`config.mk`:
```
export PLATFORM = sky130hd
export DESIGN_NAME = rc5_encryptor
export DESIGN_NICKNAME = d
export VERILOG_FILES = /design/src/rtl/rc5_pkg.sv /design/src/rtl/rc5_rotl.sv /design/src/rtl/rc5_encryptor.sv
export SDC_FILE = /design/constraint.sdc
export NUM_CORES = 1
export LEC_CHECK = 0
export CELL_PAD_IN_SITES_DETAIL_PLACEMENT = 1
export CELL_PAD_IN_SITES_GLOBAL_PLACEMENT = 1
export CORE_AREA = 3 3 184 186
export DETAILED_ROUTE_END_ITERATION = 16
export DIE_AREA = 0 0 187 189
export DONT_BUFFER_PORTS = 1
export GPL_TIMING_DRIVEN = 0
export MAX_ROUTING_LAYER = met4
export PLACE_DENSITY_LB_ADDON = 0.1
export SETUP_SLACK_MARGIN = 0.15
export SYNTH_ARGS = -nofsm -noshare
export SYNTH_HDL_FRONTEND = slang
export SYNTH_SLANG_ARGS = --single-unit
```
`constraint.sdc`:
```
create_clock -name clk -period 7 [get_ports clk]
set_input_delay 2.1 -clock clk [delete_from_list [all_inputs] [get_ports clk]]
set_output_delay 2.1 -clock clk [all_outputs]
set_load 0.02 [all_outputs]
```
`src/rtl/rc5_pkg.sv`:
```
// Shared RC5 encryptor definitions: default geometry and FSM state encoding.
package rc5_pkg;

    localparam int RC5_W        = 32;
    localparam int RC5_R        = 12;
    localparam int RC5_T        = 2 * (RC5_R + 1);
    localparam int RC5_W_BITS   = $clog2(RC5_W);
    localparam int RC5_T_LENGTH = $clog2(RC5_T);

    typedef enum logic [2:0] {
        IDLE  = 3'd0,
        PRE_A = 3'd1,
        PRE_B = 3'd2,
        RND_A = 3'd3,
        RND_B = 3'd4,
        DONE  = 3'd5
    } rc5_state_t;

endpackage

```
`src/rtl/rc5_rotl.sv`:
```
// Combinational left-circular rotate of a W-bit word by the low W_BITS of an amount.
module rc5_rotl #(
    parameter int W      = 32,
    parameter int W_BITS = $clog2(W)
) (
    input  logic [W-1:0]      word,
    input  logic [W_BITS-1:0] amount,
    output logic [W-1:0]      rotated
);

    logic [W_BITS-1:0] back;

    // W - amount wraps to zero for amount 0, so both shifts then return the word unchanged
    assign back    = W_BITS'(0) - amount;
    assign rotated = (word << amount) | (word >> back);

endmodule

```
`src/rtl/rc5_encryptor.sv`:
```
// Iterative RC5 encryptor: one half-round per cycle, S table read through an external port.
module rc5_encryptor
    import rc5_pkg::*;
#(
    parameter int W = RC5_W,
    parameter int R = RC5_R,
    localparam int T        = 2 * (R + 1),
    localparam int T_LENGTH = $clog2(T),
    localparam int W_BITS   = $clog2(W)
) (
    input  logic                clk,
    input  logic                rst,
    input  logic                iKeyReady,
    input  logic                iStart,
    input  logic [W-1:0]        iA,
    input  logic [W-1:0]        iB,
    output logic [T_LENGTH-1:0] oS_address,
    input  logic [W-1:0]        iS_sub_i,
    output logic                oBusy,
    output logic [W-1:0]        oA,
    output logic [W-1:0]        oB,
    output logic                oDone
);

    localparam int RW = $clog2(R + 1);

    rc5_state_t    state;
    logic [W-1:0]  a;
    logic [W-1:0]  b;
    logic [W-1:0]  rot_a;
    logic [W-1:0]  rot_b;
    logic [W-1:0]  add_op;
    logic [W-1:0]  sum;
    logic [RW-1:0] round;
    logic [RW-1:0] round_next;

    assign round_next = round + RW'(1);

    rc5_rotl #(.W(W), .W_BITS(W_BITS)) u_rotl_a (
        .word    (a ^ b),
        .amount  (b[W_BITS-1:0]),
        .rotated (rot_a)
    );

    // rot_b sees the A written at the end of RND_A
    rc5_rotl #(.W(W), .W_BITS(W_BITS)) u_rotl_b (
        .word    (b ^ a),
        .amount  (a[W_BITS-1:0]),
        .rotated (rot_b)
    );

    // Operand select for the single shared adder
    always_comb begin
        add_op = '0;
        case (state)
            PRE_A:   add_op = a;
            PRE_B:   add_op = b;
            RND_A:   add_op = rot_a;
            RND_B:   add_op = rot_b;
            default: add_op = '0;
        endcase
    end

    assign sum = add_op + iS_sub_i;

    // Control FSM, datapath registers and registered outputs
    always_ff @(posedge clk or posedge rst) begin
        if (rst) begin
            state      <= IDLE;
            round      <= '0;
            a          <= '0;
            b          <= '0;
            oA         <= '0;
            oB         <= '0;
            oDone      <= 1'b0;
            oBusy      <= 1'b0;
            oS_address <= '0;
        end else begin
            case (state)
                IDLE: begin
                    oDone <= 1'b0;
                    if (iStart && iKeyReady) begin
                        a          <= iA;
                        b          <= iB;
                        round      <= RW'(1);
                        oBusy      <= 1'b1;
                        oS_address <= '0;
                        state      <= PRE_A;
                    end
                end
                PRE_A: begin
                    a          <= sum;
                    oS_address <= T_LENGTH'(1);
                    state      <= PRE_B;
                end
                PRE_B: begin
                    b          <= sum;
                    oS_address <= T_LENGTH'({round, 1'b0});
                    state      <= RND_A;
                end
                RND_A: begin
                    a          <= sum;
                    oS_address <= T_LENGTH'({round, 1'b1});
                    state      <= RND_B;
                end
                RND_B: begin
                    b <= sum;
                    if (round == RW'(R)) begin
                        // A is already final; B's final value is this cycle's sum
                        oA         <= a;
                        oB         <= sum;
                        oDone      <= 1'b1;
                        oBusy      <= 1'b0;
                        oS_address <= '0;
                        state      <= DONE;
                    end else begin
                        round      <= round_next;
                        oS_address <= T_LENGTH'({round_next, 1'b0});
                        state      <= RND_A;
                    end
                end
                DONE: begin
                    oDone <= 1'b0;
                    state <= IDLE;
                end
                default: begin
                    oDone      <= 1'b0;
                    oBusy      <= 1'b0;
                    oS_address <= '0;
                    state      <= IDLE;
                end
            endcase
        end
    end

endmodule
```
==> results of run 1 <==
stage by stage:
stage,util,instances,hold WS [ns]
2_1_floorplan,-,2027,0.498
4_1_cts,0.546,2504,0.567
3_5_place_dp,0.517,2470,0.558
3_3_place_gp,0.516,2469,0.528
routing by layer:
layer,overflow,track usage
met5,-,-
met4,0,0.716
met1,1,0.765
met2,2,0.893
met3,0,0.656
cell families after synthesis:
kind of cell               after synthesis  synth area share
xor gates and xnor gates                95            0.0591
muxes                                  202             0.215
adders and majority gates               36            0.0283
buffers and inverters                  208            0.0555
AOI/OAI and AO/OA                      591             0.230
and+or+nand+nor                        753             0.192
DFF                                    142             0.220
cell usage after synthesis, types with 8 or more instances:
cell        n  area share
a21oi_1   123       0.038
nor3_1     24      0.0074
o211ai_1   33       0.015
o22ai_1    24      0.0093
a31oi_1    57       0.022
nand2b_1    9      0.0035
ha_1       35       0.027
a221o_1     8      0.0049
o31ai_1     8      0.0037
xnor2_1    38       0.021
buf_1      10      0.0023
o21ai_1    16      0.0049
a21o_1     14      0.0065
buf_4       9      0.0042
mux2_2     17       0.012
buf_2      46       0.014
o21ai_0   159       0.049
nand3_1    35       0.011
dfrtp_1   142        0.22
a211oi_1   33       0.015
inv_1      23      0.0053
clkbuf_1  109       0.025
a221oi_1   12      0.0065
o21a_1      9      0.0042
xnor2_2    13       0.013
mux4_2    101        0.14
nand2_1   390       0.090
mux4_1     10       0.016
nor2b_1    19      0.0073
a22oi_1    25       0.012
o221ai_1    8      0.0043
and2_1      9      0.0035
xor2_1     42       0.023
mux2i_1    73       0.045
nor2_1    227       0.053
timing repair:
| action | CTS |
|---|---|
| endpoints found under the setup margin | 74 |
| gates resized for setup | 76 |
| setup buffers | 4 |
| pin swaps | 10 |
==> results_dict.tcl, run 1 <==
set metrics [dict create \
    pin_count 171 \
    htreeDepth 4 \
    placed_area_um2 16800 \
    initial_core_util 0.499 \
    die_h_um 189 \
    ys_types 79 \
    status "aborted with a tool error" \
    synth_nets 2163 \
    failed_stage "5_1_grt" \
    die_w_um 187 \
    grt_start_max_net_pins 103 \
    cts-root-buf "clkbuf_16" \
    syn_inst 2027 \
    ctsHoldBuffers 0 \
    synthArstFlopShare 1.00 \
    worst_endpoint "a[30]$_DFFE_PP0P_/D" \
    grt_overflow_total 3 \
    synth_area_um2 16200 \
    dp_hpwl_um 71200 \
    cts_sinks 142 \
    clock_path_buffers 2 \
    synth-seq-cells 142 \
    ys_seq_area_frac 0.220 \
    stop_error "[ERROR GRT-0232] Routing congestion too high. Check the congestion heatmap in the GUI." \
    dpl_worst_slack_ns -1.28 \
    track_usage 0.771 \
    port_buffers 0 \
    worst_endpoint_kind "register input" \
    rows 66 \
    ys_warn_count 0 \
    antenna_found_initial 20 \
    cts_buffers 17 \
    place_congestion 1.15 \
    synth_ff_type "dfrtp_1" \
    synth_edf_count 0 \
    syn_avg_cell_area_um2 7.98 \
]
==> inputs of run 2 (changes only) <==
CELL_PAD_IN_SITES_DETAIL_PLACEMENT = not set   (was 1)
CELL_PAD_IN_SITES_GLOBAL_PLACEMENT = not set   (was 1)
CORE_AREA = 3 3 206 208   (was 3 3 184 186)
DIE_AREA = 0 0 209 211   (was 0 0 187 189)
MAX_ROUTING_LAYER = not set   (was met4)
PLACE_DENSITY_LB_ADDON = 0.15   (was 0.1)
SETUP_SLACK_MARGIN = not set   (was 0.15)
==> run 2 against run 1 <==
- the flow now finishes without violations
- area after synthesis unchanged
- synthesized cell count unchanged
==> results_dict.tcl, run 2 <==
set metrics [dict create \
    grt_pass1_vias 16900 \
    ys_warn_count 0 \
    min_path_type "register to register" \
    antenna_found_initial 7 \
    ys_types 79 \
    cts-root-buf "clkbuf_16" \
    cts_sinks 142 \
    die_h_um 211 \
    final_area_um2 17800 \
    ys_seq_area_frac 0.220 \
    cts_buffers 17 \
    synth_edf_count 0 \
    grt_start_max_net_pins 78 \
    clock_latency_ns 0.45 \
    routed_wl_um 90200 \
    r2r_end "a[31]" \
    min_period_over_period 0.981 \
    drc 0 \
    vias_per_cell 6.80 \
    crit_required_ns 7.30 \
    pin_count 171 \
    start_kind "register" \
    syn_avg_cell_area_um2 7.98 \
    drt-pass1-iter-count 6 \
    cts_tree "done" \
    synth_top_area_frac 0.220 \
    synth_common_cells "390 x nand2_1, 227 x nor2_1, 159 x o21ai_0" \
    cp_max_fo 10 \
    drt-initial-drc-count 2405 \
    finClkSkew_ns 0.0143 \
    dieArea_um2 44100 \
    synth_ff_type "dfrtp_1" \
    clkTransAtPathRegs_ns 0.07 \
    maxSlewViolCount 0 \
    grt_overflow_total 0 \
    ys_top_cells_by_area "dfrtp_1 22%, mux4_2 14%, nand2_1 9.0%" \
    rr_startpoint "a[0]" \
    slew_headroom 0.0574 \
    synthArstFlopShare 1.00 \
    nets 2190 \
    place_congestion 1.07 \
    initial_core_util 0.397 \
    worstHoldPathCells 1 \
    vias 17700 \
    hold_violations 0 \
    core-area_um2 40700 \
    criticalPathCategory "register to register" \
    fin_tns_setup_ns 0 \
    worst_pin_slew_ns 1.41 \
    fillCellCount 4214 \
    critPathArrivalTime_ns 7.17 \
    area_delta_synth_final_pct 9.92 \
    dp_hpwl_um 73200 \
    track_usage 0.399 \
    hold_slack_ns 0.559 \
    synth-seq-cells 142 \
    wl_per_cell_um 34.6 \
    drive_above_1_share 0.144 \
    htreeDepth 4 \
    maxCapViolations 0 \
    min_from "round[3]" \
    hold_end "round[3]" \
    placed_area_um2 16900 \
    clock_path_buffers 2 \
    synth_top_area_cell "dfrtp_1" \
    die_w_um 209 \
    synthMostInstantiatedCell "nand2_1" \
    layout.cells.most_common_list "390 x nand2_1, 227 x nor2_1, 149 x o21ai_0, 141 x dfrtp_1, 119 x a21oi_1" \
    grt_pass1_wl_um 127000 \
    cp-end-kind "register" \
    synth_nets 2163 \
    fin_crit_ns 6.87 \
    synth_area_um2 16200 \
    status "complete, no violations" \
    port_buffers 0 \
    max_freq_ghz 0.146 \
    rsz0062_at_grt "true" \
    setup_viol 0 \
    r2r_cells 26 \
    reg2reg_slack_ns 0.13 \
    rows 74 \
    syn_inst 2027 \
    final_util 0.437 \
    layout_commonest_cell "nand2_1" \
    drtAntennaViolNets 0 \
    ctsHoldBuffers 0 \
]
==> run 2: cell counts after synthesis <==
No cell type changed its count.
==> run 2: cell families (layout without fill, tap and decap cells) <==
family / Yosys count / after routing / share of synthesized area
buffers and inverters: 208 / 248 / 0.0555
other: 0 / 8 / 0
flip-flops: 142 / 142 / 0.220
multiplexers: 202 / 202 / 0.215
AO/OA/AOI/OAI: 591 / 591 / 0.230
AND/OR/NAND/NOR: 753 / 753 / 0.192
XOR/XNOR: 95 / 95 / 0.0591
adder cells (fa/ha/maj): 36 / 36 / 0.0283
==> run 2: layout make-up <==
cell class	instances	area, um2	area share
Antenna cell	8	20.0	0.00113
Buffer	170	782	0.0440
Clock buffer	18	429	0.0241
Clock inverter	14	124	0.00696
Inverter	31	124	0.00696
Multi-Input combinational cell	1677	12000	0.672
Sequential cell	142	3550	0.200
Tap cell	532	666	0.0374
Timing Repair Buffer	15	136	0.00767
==> run 2: worst max-delay path, cell delays in order (launching register included) <==
cell	delay [ns]
dfrtp_2	0.50
inv_1	0.19
buf_4	0.28
buf_4	0.25
buf_4	0.25
ha_1	0.31
clkbuf_4	0.28
buf_2	0.28
buf_2	0.30
nand2_1	0.07
o21ai_0	0.10
o21ai_0	0.20
o211ai_1	0.22
o21ai_0	0.18
a221oi_2	0.57
o22ai_1	0.26
a221o_1	0.37
ha_1	0.24
a21oi_1	0.21
o21ai_0	0.14
o2111ai_1	0.39
a31oi_2	0.18
a31oi_1	0.34
o21ai_1	0.17
xnor2_2	0.21
buf_4	0.18
o21ai_1	0.06
==> run 2: metal layers <==
layer  track usage  vias to the layer above  wire (um)
met4         0.211                       12       6080
li1              -                     7503          -
met5             0                        -         92
met3         0.135                      281      11900
met1         0.515                     8656      34000
met2         0.593                     1284      38100
==> run 2: how the worst max path moves through the flow <==
stage | startpoint | to | slack [ns] | cells past startpoint
6_report | a[0] | a[31] | 0.13 | 26
5_1_grt | a[0] | b[17] | -0.01 | 25
4_1_cts | a[0] | oB[28] | -0.004 | 24
3_5_place_dp | a[0] | oB[30] | -1.26 | 25
3_3_place_gp | a[0] | oB[30] | -1.32 | 23
2_1_floorplan | rst | a[0] | 1.09 | 1
==> run 2: per-stage QoR <==
step	cells	setup WS (ns)
2_1_floorplan	2027	1.09
3_3_place_gp	2559	-1.32
3_5_place_dp	2562	-1.26
4_1_cts	2592	-0.00384
5_1_grt	2599	-0.0114
6_report	2607	0.132
==> run 2: repair_timing <==
action                                  in CTS  in global routing
cloned                                       0                  0
endpoints found under the setup margin      65                 53
pin swaps                                    2                 12
resized for setup                           27                 39
setup buffers                                1                 11
Power of run 2 is not shown: default switching activity piles up to over one toggle a cycle in this logic, so the estimate is an artifact.
==> inputs of run 3 (changes only) <==
ABC_AREA = 1   (was not set)
CORE_AREA = 3 3 196 198   (was 3 3 206 208)
DIE_AREA = 0 0 199 201   (was 0 0 209 211)
SLEW_MARGIN = 30   (was not set)
==> run 3 against run 2 <==
- cell area decreased by 10%
- cell count is 12% higher
- flip-flop and latch count is the same
- first-iteration DRC count rose by 7.0%
- count of clock-buffer cells in the layout rose by 1
- die area decreased by 9.3%
- utilization is 0.27 points lower
- global-route usage fell by 0.41 points
- synthesized cell count grew 19%
- routed wire length down 11%
- sequential share of layout area rose by 2.3 points
- critical path depth grew 2
- critical path type unchanged
==> results_dict.tcl, run 3 <==
set metrics [dict create \
    grt_start_max_net_pins 74 \
    worst_pin_slew_ns 0.943 \
    ys_seq_area_frac 0.243 \
    cts_resized 0 \
    synthArstFlopShare 1.00 \
    start_kind "register" \
    startpoint "b[1]" \
    rr_startpoint "b[1]" \
    syn_avg_cell_area_um2 6.07 \
    drive_above_1_share 0.0696 \
    min_path_type "register to register" \
    syn_inst 2409 \
    slew_headroom 0.367 \
    nets 2565 \
    cp_slowest_stage_delay_ns 0.41 \
    cts_buffers 17 \
    drt-pass1-iter-count 5 \
    synth_top_area_frac 0.243 \
    clkTransAtPathRegs_ns 0.06 \
    synthMostInstantiatedCell "nand2_1" \
    place_congestion 1.12 \
    drt-initial-drc-count 2573 \
    fin_cells 2923 \
    initial_core_util 0.399 \
    clock_path_buffers 2 \
    synth-xor-area-share 0.0239 \
    synth_area_um2 14600 \
    cp-end-kind "register" \
    cts_tree "done" \
    ys_warn_count 0 \
    antenna_found_initial 14 \
    area_delta_synth_final_pct 8.86 \
    cp_top_family "compound AO/OA/AOI/OAI gates" \
    crit_required_ns 7.35 \
    cts-root-buf "clkbuf_16" \
    min_period_over_period 0.876 \
    fin_crit_ns 6.13 \
    cts_sinks 142 \
    synth-seq-cells 142 \
    critPathArrivalTime_ns 6.48 \
    ys_types 61 \
    ctsHoldBuffers 0 \
    track_usage 0.395 \
    grt_overflow_total 0 \
    htreeDepth 4 \
    synth_common_cells "810 x nand2_1, 245 x o21ai_0, 201 x nand3_1" \
    crit_slowest_cell "dfrtp_1" \
    vias_per_cell 6.24 \
    criticalPathCategory "register to register" \
    min_from "b[31]" \
    grt_pass1_wl_um 116000 \
    dp_hpwl_um 67000 \
    cp_max_fo 10 \
    status "complete, no violations" \
    rsz0062_at_grt "false" \
    maxSlewViolCount 0 \
    layout_commonest_cell "nand2_1" \
    synthAdderAreaFrac 0.0313 \
    wl_per_cell_um 27.6 \
    synth_ff_type "dfrtp_1" \
    synth-simple-area-share 0.346 \
    rows 70 \
    synth_top_family_by_area "simple AND/OR/NAND/NOR gates" \
    max_freq_ghz 0.163 \
    hold_violations 0 \
    synth_nets 2545 \
    crit_top_cell "nand2_1" \
    die_h_um 201 \
    dieArea_um2 40000 \
    drc 0 \
    layout.cells.most_common_list "810 x nand2_1, 245 x o21ai_0, 201 x nand3_1, 169 x nor2_1" \
    clock_latency_ns 0.44 \
    drtAntennaViolNets 0 \
    maxCapViolations 0 \
    final_util 0.434 \
    placed_cells 2878 \
    vias 18200 \
    core-area_um2 36700 \
    port_buffers 0 \
    die_w_um 199 \
    routed_wl_um 80700 \
    synth.mux.area_fraction 0.00616 \
    grt_pass1_vias 16800 \
    synth_compound_area_frac 0.253 \
    post_cts_buffers 0 \
    synth_edf_count 0 \
    finClkSkew_ns 0.0109 \
    pin_count 171 \
    ys_top_cells_by_area "dfrtp_1 24%, nand2_1 21%, o21ai_0 8.4%" \
    path_buf_inv 7 \
    synth_top_area_cell "dfrtp_1" \
    setup_viol 0 \
]
## run 3: worst paths after layout
check | to | slack (ns) | depth (start not counted)
worst min-delay path | b[31] | 0.51 | 2
max in group asynchronous | b[24] | 4.69 | 2
worst max-delay path | b[27] | 0.87 | 28
worst min register to register | b[31] | 0.51 | 2
worst max register to register | b[27] | 0.87 | 28
min in group asynchronous | oA[8] | 1.56 | 1
## run 3: stage by stage
step / setup TNS [ns] / instance area (um2) / setup slack [ns] / hold WS, ns
after floorplan: 0 / 14600 / 1.09 / 0.471
after global placement: -71.06 / 15200 / -0.519 / 0.487
after detailed placement: 0 / 15300 / 1.13 / 0.495
after CTS: 0 / 15900 / 1.11 / 0.511
after global routing: 0 / 15900 / 0.602 / 0.546
final: 0 / 15900 / 0.870 / 0.514
## run 3: cell type report
| cell class | instances | area [um2] |
|---|---|---|
| sequential | 142 | 3550 |
| multi-input combinational | 1948 | 9660 |
| inverter | 168 | 641 |
| timing repair buffer | 1 | 27.5 |
| fill | 3997 | 20800 |
| clock inverter | 12 | 208 |
| clock buffer | 19 | 433 |
| tap | 468 | 586 |
| antenna | 14 | 35.0 |
| buffer | 151 | 788 |
## run 3: kinds of logic (layout without fill, tap and decap cells)
kind of cell,Yosys count,after routing
xor gates and xnor gates,31,31
and+or+nand+nor,1236,1236
AOI/OAI and AO/OA,636,636
buffers and inverters,319,351
muxes,9,9
adders and majority gates,36,36
DFF,142,142
other,0,14
## run 3: worst register-to-register path: cells and delay by family (launching register included)
kind            cells  cell delay, ns
compound gates      9            2.04
flops               1            0.41
xor+xnor            1            0.28
buf+inv             7            1.57
fa+ha+maj           2            0.70
simple gates        9            1.03
## run 3: per-layer routing
layer	track usage	up-vias	routed length (um)
li1	-	8237	-
met1	0.528	8608	32200
met2	0.585	1173	34300
met3	0.111	209	9460
met4	0.191	10	4690
met5	0	-	74
Power of run 3 is left out for the same reason.
